### src/rtl/ri_cpu_controller.sv
// Multi-cycle sequencer for the R/I-type datapath: fetches into ir, decodes
// into ALU/register-file controls and retires one instruction per 3+ROM_LAT cycles.
module ri_cpu_controller #(
    parameter int unsigned ROM_LAT = 1,
    parameter int unsigned RET_W   = 32
) (
    input  logic             clka,
    input  logic             rsta,
    input  logic             en,
    input  logic [31:0]      inst,
    output logic [31:0]      ir,
    output logic             pc_we,
    output logic             rf_we,
    output logic             rf_dst_sel,
    output logic             alu_b_sel,
    output logic             imm_zext,
    output logic [3:0]       alu_op,
    output logic [2:0]       state,
    output logic             illegal,
    output logic [RET_W-1:0] retired
);

    localparam int unsigned OP_W  = 4;
    localparam int unsigned CNT_W = 2;

    typedef enum logic [2:0] {
        S_IDLE   = 3'd0,
        S_FETCH  = 3'd1,
        S_DECODE = 3'd2,
        S_EXEC   = 3'd3,
        S_WB     = 3'd4,
        S_HALT   = 3'd5
    } state_t;

    localparam logic [OP_W-1:0] OP_ADD = 4'd0, OP_SUB = 4'd1, OP_AND = 4'd2,
                                OP_OR  = 4'd3, OP_XOR = 4'd4, OP_NOR = 4'd5,
                                OP_SLT = 4'd6, OP_SLL = 4'd7, OP_SRL = 4'd8,
                                OP_LUI = 4'd9;

    state_t            st, nxt;
    logic [CNT_W-1:0]  wait_cnt, cnt_nxt;
    logic              fetch_done;

    logic [31:0]       ir_nxt;
    logic              we_nxt, dst_nxt, bsel_nxt, zext_nxt, ill_nxt;
    logic [OP_W-1:0]   op_nxt;
    logic [RET_W-1:0]  ret_nxt;

    logic              dec_ok, dec_dst, dec_bsel, dec_zext;
    logic [OP_W-1:0]   dec_op;
    logic [5:0]        opcode, funct;

    assign opcode     = ir[31:26];
    assign funct      = ir[5:0];
    assign fetch_done = (wait_cnt == CNT_W'(ROM_LAT - 1));
    assign state      = st;

    // State and output registers
    always_ff @(posedge clka or posedge rsta) begin
        if (rsta) begin
            st         <= S_IDLE;
            wait_cnt   <= '0;
            ir         <= '0;
            pc_we      <= 1'b0;
            rf_we      <= 1'b0;
            rf_dst_sel <= 1'b0;
            alu_b_sel  <= 1'b0;
            imm_zext   <= 1'b0;
            alu_op     <= '0;
            illegal    <= 1'b0;
            retired    <= '0;
        end else begin
            st         <= nxt;
            wait_cnt   <= cnt_nxt;
            ir         <= ir_nxt;
            pc_we      <= we_nxt;
            rf_we      <= we_nxt;
            rf_dst_sel <= dst_nxt;
            alu_b_sel  <= bsel_nxt;
            imm_zext   <= zext_nxt;
            alu_op     <= op_nxt;
            illegal    <= ill_nxt;
            retired    <= ret_nxt;
        end
    end

    // Instruction decode tables
    always_comb begin
        dec_ok   = 1'b1;
        dec_dst  = 1'b0;
        dec_bsel = 1'b1;
        dec_zext = 1'b0;
        dec_op   = OP_ADD;
        if (opcode == 6'h00) begin
            dec_dst  = 1'b1;
            dec_bsel = 1'b0;
            case (funct)
                6'h20:   dec_op = OP_ADD;
                6'h22:   dec_op = OP_SUB;
                6'h24:   dec_op = OP_AND;
                6'h25:   dec_op = OP_OR;
                6'h26:   dec_op = OP_XOR;
                6'h27:   dec_op = OP_NOR;
                6'h2A:   dec_op = OP_SLT;
                6'h00:   dec_op = OP_SLL;
                6'h02:   dec_op = OP_SRL;
                default: dec_ok = 1'b0;
            endcase
        end else begin
            case (opcode)
                6'h08:   dec_op = OP_ADD;
                6'h0A:   dec_op = OP_SLT;
                6'h0C:   begin dec_op = OP_AND; dec_zext = 1'b1; end
                6'h0D:   begin dec_op = OP_OR;  dec_zext = 1'b1; end
                6'h0E:   begin dec_op = OP_XOR; dec_zext = 1'b1; end
                6'h0F:   begin dec_op = OP_LUI; dec_zext = 1'b1; end
                default: dec_ok = 1'b0;
            endcase
        end
    end

    // Next-state logic; the fetch wait counter only runs in FETCH
    always_comb begin
        nxt     = st;
        cnt_nxt = '0;
        case (st)
            S_IDLE:   if (en) nxt = S_FETCH;
            S_FETCH: begin
                if (fetch_done) nxt = S_DECODE;
                else            cnt_nxt = wait_cnt + CNT_W'(1);
            end
            S_DECODE: nxt = dec_ok ? S_EXEC : S_HALT;
            S_EXEC:   nxt = S_WB;
            S_WB:     nxt = en ? S_FETCH : S_IDLE;
            S_HALT:   nxt = S_HALT;
            default:  nxt = S_IDLE;
        endcase
    end

    // Next values of the registered outputs
    always_comb begin
        ir_nxt   = ir;
        dst_nxt  = rf_dst_sel;
        bsel_nxt = alu_b_sel;
        zext_nxt = imm_zext;
        op_nxt   = alu_op;
        ill_nxt  = illegal;
        ret_nxt  = retired;
        we_nxt   = (nxt == S_WB);
        if (st == S_FETCH && fetch_done) ir_nxt = inst;
        if (st == S_DECODE) begin
            if (dec_ok) begin
                dst_nxt  = dec_dst;
                bsel_nxt = dec_bsel;
                zext_nxt = dec_zext;
                op_nxt   = dec_op;
            end else begin
                ill_nxt = 1'b1;
            end
        end
        if (st == S_WB) ret_nxt = retired + RET_W'(1);
    end

endmodule

### config.mk
export PLATFORM = sky130hd
export DESIGN_NAME = ri_cpu_controller
export DESIGN_NICKNAME = d
export VERILOG_FILES = /design/src/rtl/ri_cpu_controller.sv
export SDC_FILE = /design/constraint.sdc
export NUM_CORES = 1
export LEC_CHECK = 0
export BUFFER_PORTS_ARGS = -buffer_cell sky130_fd_sc_hd__buf_4
export CAP_MARGIN = 20
export CORE_UTILIZATION = 45
export DETAILED_ROUTE_END_ITERATION = 8
export PLACE_DENSITY = 0.83
export REMOVE_ABC_BUFFERS = 1
export SYNTH_ARGS = -nofsm -noshare
export SYNTH_HDL_FRONTEND = slang
export SYNTH_SLANG_ARGS = --single-unit
### constraint.sdc
create_clock -name clka -period 4.3 [get_ports clka]
set_input_delay 0.86 -clock clka [delete_from_list [all_inputs] [get_ports clka]]
set_output_delay 0.86 -clock clka [all_outputs]
set_load 0.02 [all_outputs]
==> Word level (Yosys, flattened, before mapping) <==
Cells that the tools add are included.
{ "word_totals": {"register_bits": 78, "wordCells": 60} }
{ "classes": {"add_sub_neg": 2, "eq_ne": 20, "muxes": 17, "n_bitwise": 1, "n_reduce_logical": 10} }
{ "op_table": {"columns": ["operator", "n"], "rows": [
  ["$eq A6 B6 Y1 const B", 7],
  ["$eq A6 B4 Y1 const B", 6],
  ["$add A32 B1 Y32 const B", 1],
  ["$pmux W4 S8", 1],
  ["$pmux W4 S5", 1],
  ["$pmux W3 S6", 1],
  ["$logic_not A6 Y1", 2],
  ["$eq A3 B3 Y1 const B", 3],
  ["$mux W3", 3],
  ["$reduce_or A9 Y1", 1],
  ["$mux W1", 8],
  ["$eq A3 B2 Y1 const B", 2],
  ["$eq A6 B2 Y1 const B", 1],
  ["$reduce_or A6 Y1", 1],
  ["$mux W2", 2],
  ["$mux W4", 1],
  ["$reduce_and A2 Y1", 2],
  ["$reduce_or A4 Y1", 1],
  ["$eq A3 B1 Y1 const B", 1],
  ["$logic_not A3 Y1", 1],
  ["$add A2 B1 Y2 const B", 1],
  ["$logic_not A2 Y1", 1],
  ["$logic_and A1 B1 Y1", 1],
  ["$not A1 Y1", 1]
]} }

==> Logic depth before layout (Yosys ltp) <==
Gate-level depths: netlist (run 1).
{ "depth": {"word_depth": 7, "depth_mapped": 7, "depth_no_buf": 6} }

==> Worst setup path after synthesis (run 1) <==
No wires, ideal clock.
{ "synth_path": {"path_type": "register to register", "from": "reg ir[28]", "to": "reg alu_op[2]", "setup_ns": 0.126, "arrival_ns": 2.005, "required_ns": 4.174, "slack_ns": 2.169, "path_stages_with_launch": 7, "path_buffers": 1, "path_cell_list": "dfrtp_1 -> buf_6 -> or4_4 -> or3_4 -> o21ai_4 -> nor3b_2 -> a311o_1"} }
{ "synth_between": {"elab_chain_cells": 5, "elab_cells_between_ends": 13, "classes_between": "eq/ne (6); mux (4); reduce/logical (3)"} }
{ "synth_rtl": {"columns": ["item", "line", "source"], "rows": [
  ["start, declared", "11", "output logic [31:0] ir,"],
  ["start signal, assigned", "75", "ir <= ir_nxt;"],
  ["$eq A6 B4 Y1", "110", "case (opcode)"],
  ["$reduce_or A6 Y1 (no line)", null, null],
  ["$mux W1", "110", null],
  ["$mux W1", "94", "if (opcode == 6'h00) begin"],
  ["$reduce_and A2 Y1 (no line)", null, null],
  ["end signal, assigned", "81", "alu_op <= op_nxt;"],
  ["end, declared", "17", "output logic [3:0] alu_op,"]
]} }
Several ways; a longest one is shown, not always the timed one.
A chain may end at the register's enable or synchronous reset.

==> Worst setup path in the final report (run 1) <==
{ "layout_path": {"from": "reg st[1] (netlist: state[1])", "to": "reg retired[24]"} }
{ "layout_between": {"elab_chain_cells": 1} }
{ "layout_rtl": {"columns": ["item", "line", "source"], "rows": [
  ["start, declared", "40", "state_t st, nxt;"],
  ["start signal, assigned", "73", "st <= nxt;"],
  ["$eq A3 B3 Y1", "161", "if (st == S_WB) ret_nxt = retired + RET_W'(1);"],
  ["end signal, assigned", "83", "retired <= ret_nxt;"],
  ["end, declared", "20", "output logic [RET_W-1:0] retired"]
]} }
Every way passes these cells.

==> results.yml, run 1 <==
cells_and_area:
  layout_commonest_cell: "buf_4"
  fin_area_um2: 4626
  area_growth_pct: 34.29
  mostFrequentLayoutCells: "buf_4, dfrtp_1, mux2_2"
  drive_gt1_share_pct: 43.00
  diodes: 0
  final_nets: 434
timing:
  fin_hold_ws_ps: 450.5
  finalSetupTns_ps: 0
  finalCriticalPeriod_ps: 2200
  report.final.slew_viol_count: 0
  setup_viol: 0
  fmax_mhz: 454.6
  maxSlewHeadroom_pct: 59.91
  grt_setup_unrepaired: "no"
  worstMarginPinSlew_ps: 599.2
  finClkSkew_ps: 8.642
  hold_violations: 0
  period_share_pct: 51.16
floorplan:
  rows: 31
  ios: 112
  die_w_um: 89.49
  coreArea_um2: 7331
  dieArea_um2: 8008
  start_util_pct: 46.99
  die_h_um: 89.49
global_route:
  gr-usage-met3_pct: 3.786
  grt_pass1_vias: 2528
  grt-ovfl-total: 0
  grt_usage_pct: 20.24
  antenna_found_initial: 0
  use_met2_pct: 33.17
  grt_pass1_wl_um: 12060
  gr-max-usage-layer: "met2"
  grt_max_degree: 54
  met1_usage_pct: 25.42
power:
  power_leakage_nw: 2.167
  ir_worst_vdd_v: 0.0004353
  cellPowerDensity_nw_per_um2: 674.8
worst_hold_path:
  min_path_type: "in -> async"
clocking:
  path_clk_slew_ps: 80
  clk_latency_ps: 340
  cts_tree: "built"
  hold_buffers: 0
  clockBufferDepth: 2
  clock_sinks: 78
  cts_setup_buffers: 0
  cts_max_level: 3
  ctsResizeCount: 0
  cts-root-buf: "clkbuf_8"
  cts_buffers: 9
logic_synthesis:
  yosys_warnings: 0
  ys_ff_latch: 78
  ys_seq_area_share_pct: 56.67
  synthCells: 281
  synth_cell_type_count: 48
  synth_edf_count: 0
  synth_top_area_share_pct: 56.67
  yosys.area.top_type: "dfrtp_1"
  synthFlopType: "dfrtp_1"
  synth_area_leaders: "dfrtp_1, mux2_2, xnor2_1, nand4_1, nand3_1"
  synthesis.area_um2: 3445
  synthArstFlopShare_pct: 100.0
  syn_avg_cell_area_um2: 12.26
setup_path:
  cp.arrival_ps: 2420
  cp_data_required_time_ps: 4520
  worst-path-max-fanout: 11
  r2r_start: "state[1]$_DFF_PP0_"
  startpoint_type: "flop"
  rrSetupSlack_ps: 2100
  crit_type: "reg -> reg"
  endpoint_kind: "flop"
  reg2regPathDepth: 5
  worstReg2RegEnd: "retired[24]$_DFFE_PP0N_"
routing:
  dr.pass1.iters: 4
  drc: 0
  postRouteAntennaNets: 0
  drt_iter0_markers: 81
  wl_um: 7490
  vias: 2576
  vias_per_cell: 5.162
  wl_per_cell_um: 15.01
placed_design:
  io_buffers: 111
  dp_hpwl_um: 5456
  place_congestion: 0.8816
  placed_area_um2: 4369
status:
  status: "complete, no violations"
flow_run:
  drv_cap: 0
==> critical path: stages, from the launching register on <==
cell and delay [ps]:
dfrtp_1 530, nor3b_2 450, nand4_1 240, nor2_1 530, nand4_1 190, xnor2_1 160
==> state kept, by name (all words and copies together), names as in the netlist <==
signal and count:
illegal 1, alu_op 4, rf_dst_sel 1, rf_we 1, imm_zext 1, wait_cnt 2, alu_b_sel 1, state 3
ir 32, retired 32
==> cell families after synthesis <==
logic type | Yosys count | synth area share (%)
AOI/OAI and AO/OA | 21 | 4.577
xor gates and xnor gates | 33 | 8.391
adders and majority gates | 3 | 1.090
buffers and inverters | 17 | 2.325
DFF | 78 | 56.67
muxes | 33 | 10.79
and+or+nand+nor | 96 | 16.16
==> Yosys cell counts, drive strengths merged (2+ instances only) <==
library cell  number
dfrtp             78
mux2              33
xnor2             28
nand2             18
nand4             15
nand3             14
nor2              14
and3               8
clkbuf             7
inv                7
o21ai              6
xor2               5
and2               3
buf                3
ha                 3
nor3b              3
or3                3
or4                3
a21boi             2
and4               2
nand3b             2
nor3               2
nor4b              2
o21bai             2
o22ai              2
==> metrics by stage <==
| step | util (%) | worst slack, ps | std cells | power (mW) |
|---|---|---|---|---|
| 2_1_floorplan | - | 1445 | 271 | 1.939 |
| 4_1_cts | 62.83 | 2077 | 498 | 3.145 |
| 3_5_place_dp | 59.60 | 2089 | 483 | 2.488 |
| 5_1_grt | 63.10 | 1897 | 499 | 3.298 |
| 6_report | 63.10 | 2100 | 499 | 3.121 |
| 3_3_place_gp | 59.60 | 2139 | 483 | 2.449 |
==> layer usage <==
| layer | wire length [um] | vias to the layer above |
|---|---|---|
| li1 | - | 1221 |
| met4 | 202 | 0 |
| met1 | 3228 | 1268 |
| met5 | 0 | - |
| met2 | 3789 | 70 |
| met3 | 270 | 17 |
==> area by class of cell <==
| class | count | area (um2) |
|---|---|---|
| tap | 99 | 123.9 |
| fill | 591 | 2705 |
| sequential | 78 | 1952 |
| inverter | 7 | 26.28 |
| clock buffer | 11 | 141.4 |
| multi-input combinational | 186 | 1419 |
| clock inverter | 4 | 95.09 |
| timing repair buffer | 114 | 868.3 |
==> power breakdown <==
part	total, mW	internal (mW)	switching, mW
sequential	1.20	0.960	0.243
clock	0.652	0.398	0.254
combinational	1.27	0.633	0.633
==> how the worst max path moves through the flow <==
stage                                   from                      end  slack [ps]  depth (start not counted)
after global placement                  rsta    alu_op[1]$_DFFE_PP0P_        2140                          3
after floorplan                         rsta    alu_b_sel$_DFFE_PP0P_        1440                          1
after CTS                 state[1]$_DFF_PP0_  retired[24]$_DFFE_PP0N_        2080                          5
after detailed placement  state[1]$_DFF_PP0_  retired[24]$_DFFE_PP0N_        2090                          5
after global routing      state[1]$_DFF_PP0_  retired[24]$_DFFE_PP0N_        1900                          5
final                     state[1]$_DFF_PP0_  retired[24]$_DFFE_PP0N_        2100                          5
(Power assumes the default switching activity.)
==> run 2, diff against run 1 <==
--- a/config.mk
+++ b/config.mk
@@ -9,7 +9,7 @@
 export CAP_MARGIN = 20
 export CORE_UTILIZATION = 45
 export DETAILED_ROUTE_END_ITERATION = 8
-export PLACE_DENSITY = 0.83
+export PLACE_DENSITY = 0.86
 export REMOVE_ABC_BUFFERS = 1
 export SYNTH_ARGS = -nofsm -noshare
 export SYNTH_HDL_FRONTEND = slang
==> constraint.sdc (replaced) <==
create_clock -name clka -period 1.8 [get_ports clka]
set_input_delay 0.36 -clock clka [delete_from_list [all_inputs] [get_ports clka]]
set_output_delay 0.36 -clock clka [all_outputs]
set_load 0.02 [all_outputs]
==> run 2 against run 1 <==
Effect of this change:
- the run now ends with setup timing left
- wire length increased by 8.9%
- core utilization increased by 4.4 points
- combinational power increased to 3.0 times the previous value
- setup slack got worse by 2300 ps
- via count increased by 6.3%
- non-clock buffer count increased by 31
- critical path type unchanged
- highest routed layer unchanged
==> results.yml, run 2 (synthesized netlist as in run 1, its figures left out) <==
cells_and_area:
  fin_area_um2: 4947
  fill_cells: 557
  finish.cell_count_without_fillers: 530
  layout_commonest_cell: "buf_4"
  multiInputGateArea_um2: 1486
  diodes: 0
  seq_area_um2: 1952
  mostFrequentLayoutCells: "buf_4, dfrtp_1, mux2_2"
  drive_gt1_share_pct: 50.12
  final_nets: 465
  fin_util_pct: 67.49
  area_growth_pct: 43.62
  reg_top3: "ir x32, retired x32, alu_op x4"
routing:
  vias_per_cell: 5.166
  drt_iter0_markers: 63
  vias: 2738
  dr.pass1.iters: 4
  wl_per_cell_um: 15.40
  wl_um: 8160
  drc: 0
  postRouteAntennaNets: 0
floorplan:
  ios: 112
  die_h_um: 89.49
  dieArea_um2: 8008
  start_util_pct: 46.99
  coreArea_um2: 7331
  die_w_um: 89.49
  rows: 31
power:
  p_switching_mw: 2.895
  power_mw: 7.727
  clkPwrFrac_pct: 15.1
  intPower_mw: 4.831
  ir_worst_vdd_v: 0.0009959
  p_sw_share_pct: 37.47
  seq_power_share_pct: 35.0
  power_frac_comb_pct: 49.9
  power_leakage_nw: 2.342
  cellPowerDensity_nw_per_um2: 1562
setup_path:
  startpoint_type: "flop"
  worst-path-max-fanout: 4
  crit_type: "reg -> reg"
  slowest_stage: "or4_4"
  worstReg2RegEnd: "alu_op[2]$_DFFE_PP0P_"
  r2r_start: "ir[26]$_DFFE_PP0P_"
  cp_data_required_time_ps: 2000
  rrSetupSlack_ps: -200
  crit_chain: "or4_4, or3_4, o21ai_4, nor3b_2, a311o_1"
  cp.arrival_ps: 2200
  reg2regPathDepth: 5
  slowest_delay_ps: 540
  endpoint_kind: "flop"
timing:
  fin_hold_ws_ps: 7.013
  finalSetupTns_ps: -544.2
  hold_violations: 0
  report.final.slew_viol_count: 0
  fmax_mhz: 499.9
  finClkSkew_ps: 16.18
  setup_ws_ps: -200.5
  finalCriticalPeriod_ps: 2000
  worstMarginPinSlew_ps: 435.5
  period_share_pct: 111.1
  grt_setup_unrepaired: "yes"
  setup_viol: 6
  maxSlewHeadroom_pct: 70.86
clocking:
  cts_tree: "built"
  path_clk_slew_ps: 90
  cts_max_level: 3
  cts-root-buf: "clkbuf_8"
  cts_buffers: 9
  clockBufferDepth: 2
  clock_sinks: 78
  clk_latency_ps: 330
worst_hold_path:
  min_path_type: "in -> async"
global_route:
  grt-ovfl-total: 0
  grt_pass1_wl_um: 12490
  antenna_found_initial: 0
  grt_pass1_vias: 2747
  grt_max_degree: 37
  grt_usage_pct: 20.68
placed_design:
  place_congestion: 0.8239
  dp_hpwl_um: 5687
  placed_area_um2: 4587
  pre_cts_ws_ps: -171.1
  dp_cells: 507
  io_buffers: 111
status:
  failed_checks: "setup timing"
  status: "finished with violations"
flow_run:
  drv_cap: 0
## run 2: cell types whose count changed in the layout (fill, tap and decap cells not counted), moves of 3 or more
cell       change
bufinv_16      -3
buf_4         +23
buf_12         +3
buf_6          +3
## run 2: worst max-delay path by stage
| stage | start | endpoint | slack [ps] | cells past startpoint |
|---|---|---|---|---|
| floorplan | state[0]$_DFF_PP0_ | ir[0]$_DFFE_PP0P_ | -760 | 3 |
| CTS | ir[26]$_DFFE_PP0P_ | alu_op[2]$_DFFE_PP0P_ | -190 | 5 |
| detailed placement | ir[26]$_DFFE_PP0P_ | alu_op[2]$_DFFE_PP0P_ | -170 | 5 |
| global placement | ir[26]$_DFFE_PP0P_ | alu_op[3]$_DFFE_PP0P_ | -110 | 4 |
| finish | ir[26]$_DFFE_PP0P_ | alu_op[2]$_DFFE_PP0P_ | -200 | 5 |
| global route | ir[26]$_DFFE_PP0P_ | alu_op[2]$_DFFE_PP0P_ | -230 | 5 |
## run 2: area by class of cell
cell class	count	share of cell area, %
flip-flops and latches	78	39.45
multi-input cells	186	30.05
repair buffers	145	23.95
clock buffers	11	3.060
well taps	99	2.504
inverters	7	0.5311
clock inverters	4	0.4552
## run 2: critical path, delay by kind of cell (launching register included)
family | cells | cell delay (ps)
and+or+nand+nor | 3 | 980
DFF | 1 | 390
AOI/OAI and AO/OA | 2 | 500
## run 2: metal layers
| layer | vias up | GRT usage (%) | share of wire [%] |
|---|---|---|---|
| met2 | 71 | 35.81 | 52 |
| met3 | 19 | 3.970 | 3.5 |
| li1 | 1285 | - | - |
| met1 | 1363 | 24.38 | 41 |
| met5 | - | 0 | 0 |
| met4 | 0 | 10.97 | 2.8 |
## run 2: what timing repair did
action / in CTS / in global routing
hold buffers: 0 / 0
buffers inserted: 2 / 6
gates resized for setup: 3 / 17
pin swaps: 3 / 14
setup endpoints to repair: 13 / 43
cloned: 0 / 2
## run 2: power groups by stage
stage / combinational (mW) / clock (mW) / sequential [mW]
finish: 3.85 / 1.17 / 2.71
global route: 4.10 / 1.27 / 2.78
CTS: 3.56 / 1.20 / 2.69
detailed placement: 3.52 / 0 / 2.72
global placement: 3.42 / 0 / 2.68
floorplan: 1.20 / 0 / 3.43
==> run 3, diff against run 2 <==
--- a/config.mk
+++ b/config.mk
@@ -5,7 +5,7 @@
 export SDC_FILE = /design/constraint.sdc
 export NUM_CORES = 1
 export LEC_CHECK = 0
-export BUFFER_PORTS_ARGS = -buffer_cell sky130_fd_sc_hd__buf_4
+export BUFFER_PORTS_ARGS = -buffer_cell sky130_fd_sc_hd__buf_2
 export CAP_MARGIN = 20
 export CORE_UTILIZATION = 45
 export DETAILED_ROUTE_END_ITERATION = 8
==> run 3 against run 2 <==
Effect of this change:
- the flow still finishes with violations (setup timing)
- combinational power down 8.3%
- total power is 1.8% lower
- sequential power is 3% lower
- sequential cell count stayed put
- worst hold slack gained 110 ps
- design area decreased by 5.4%
- critical path depth unchanged
- critical path type unchanged
==> results.yml, run 3 (synthesized netlist as in run 1, its figures left out) <==
clocking:
  hold_buffers: 0
  clk_latency_ps: 330
  cts_max_level: 3
  cts-root-buf: "clkbuf_8"
  path_clk_slew_ps: 80
  cts_tree: "built"
  cts_buffers: 9
  clockBufferDepth: 2
  clock_sinks: 78
floorplan:
  start_util_pct: 46.99
  dieArea_um2: 8008
  die_w_um: 89.49
  coreArea_um2: 7331
  ios: 112
  die_h_um: 89.49
  rows: 31
routing:
  wl_um: 7854
  dr.pass1.iters: 4
  drt_iter0_markers: 93
  vias_per_cell: 5.041
  postRouteAntennaNets: 0
  drc: 0
  vias: 2692
  wl_per_cell_um: 14.71
power:
  power_frac_comb_pct: 46.5
  cellPowerDensity_nw_per_um2: 1621
  p_switching_mw: 2.842
  power_leakage_nw: 2.299
  p_sw_share_pct: 37.46
  seq_power_share_pct: 34.9
  intPower_mw: 4.746
  ir_worst_vdd_v: 0.0009077
  power_mw: 7.587
  clkPwrFrac_pct: 18.6
setup_path:
  crit_type: "reg -> reg"
  worst-path-max-fanout: 4
  r2r_start: "ir[26]$_DFFE_PP0P_"
  startpoint: "ir[26]$_DFFE_PP0P_"
  cp_data_required_time_ps: 2010
  cp.arrival_ps: 2160
  endpoint_kind: "flop"
  startpoint_type: "flop"
cells_and_area:
  final_nets: 468
  seq_area_um2: 1952
  layout_commonest_cell: "buf_2"
  area_growth_pct: 35.92
  fill_cells: 577
  fin_util_pct: 63.87
  diodes: 0
  mostFrequentLayoutCells: "buf_2, dfrtp_1, mux2_2"
  multiInputGateArea_um2: 1449
  drive_gt1_share_pct: 49.20
  reg_top3: "ir x32, retired x32, alu_op x4"
placed_design:
  io_buffers: 111
  place_congestion: 0.8395
  dp_hpwl_um: 5405
timing:
  report.final.slew_viol_count: 0
  period_share_pct: 108.3
  worstMarginPinSlew_ps: 403.6
  hold_violations: 0
  setup_viol: 8
  grt_setup_unrepaired: "yes"
  fmax_mhz: 513.1
  maxSlewHeadroom_pct: 73.10
  finalCriticalPeriod_ps: 1949
  finClkSkew_ps: 13.10
  setup_ws_ps: -148.8
global_route:
  antenna_found_initial: 0
  grt_pass1_vias: 2434
  grt_pass1_wl_um: 11640
  grt_max_degree: 79
  grt-ovfl-total: 0
  grt_usage_pct: 19.39
status:
  failed_checks: "setup timing"
  status: "finished with violations"
worst_hold_path:
  min_path_type: "in -> async"
flow_run:
  drv_cap: 0
## run 3: layer usage
layer	vias up	wire, um	GRT usage [%]
li1	1291	-	-
met1	1310	3439	24.88
met2	75	3992	32.62
met3	16	248	2.678
met4	0	173	8.947
met5	-	0	0
## run 3: worst max-delay path, cell delays in order, from the launching register on
cell and delay [ps]:
dfrtp_1 380, or4_4 530, or3_4 380, o21ai_4 160, nor3b_2 60, a311o_1 320
## run 3: power by group through the flow
stage,registers (mW),logic [mW],clock network (mW)
6_report,2.64,3.53,1.41
3_5_place_dp,2.66,3.26,0
4_1_cts,2.64,3.31,1.45
5_1_grt,2.72,3.76,1.52
3_3_place_gp,2.62,3.19,0
2_1_floorplan,3.43,1.20,0
## run 3: stage by stage
| stage | cell area [um2] | setup slack, ps | cells | TNS, ps | hold WS (ps) |
|---|---|---|---|---|---|
| CTS | 4558 | -141.6 | 527 | -694.3 | 107.0 |
| finish | 4682 | -148.8 | 534 | -682.6 | 117.0 |
| global route | 4682 | -190.7 | 534 | -1260 | 132.2 |
| detailed placement | 4319 | -157.8 | 510 | -504.6 | 462.7 |
| global placement | 4319 | -118.3 | 510 | -300.8 | 452.6 |
| floorplan | 3391 | -759.8 | 271 | -69710 | 476.8 |
## run 3: timing repair
item                                    CTS  global route
resized for setup                         4             7
pin swaps                                 5             6
hold endpoints to repair                  0             0
cloned                                    0             2
setup buffers                             1             5
endpoints found under the setup margin    8            21
## run 3: cell type report
cell class                      count  area share, %
Inverter                            7         0.5612
Clock buffer                       10          2.726
Tap cell                           99          2.646
Clock inverter                      6          1.844
Multi-Input combinational cell    186          30.95
Sequential cell                    78          41.69
Timing Repair Buffer              148          19.59
## run 3: final timing paths
check	to	slack (ps)	cells after the start
min in group clka	ir[21]$_DFFE_PP0P_	250	2
min reg2reg	illegal$_DFFE_PP0P_	480	1
max reg2reg	alu_op[2]$_DFFE_PP0P_	-150	5
max in group asynchronous	retired[8]$_DFFE_PP0N_	1380	3
min	retired[16]$_DFFE_PP0N_	120	3
max	alu_op[2]$_DFFE_PP0P_	-150	5
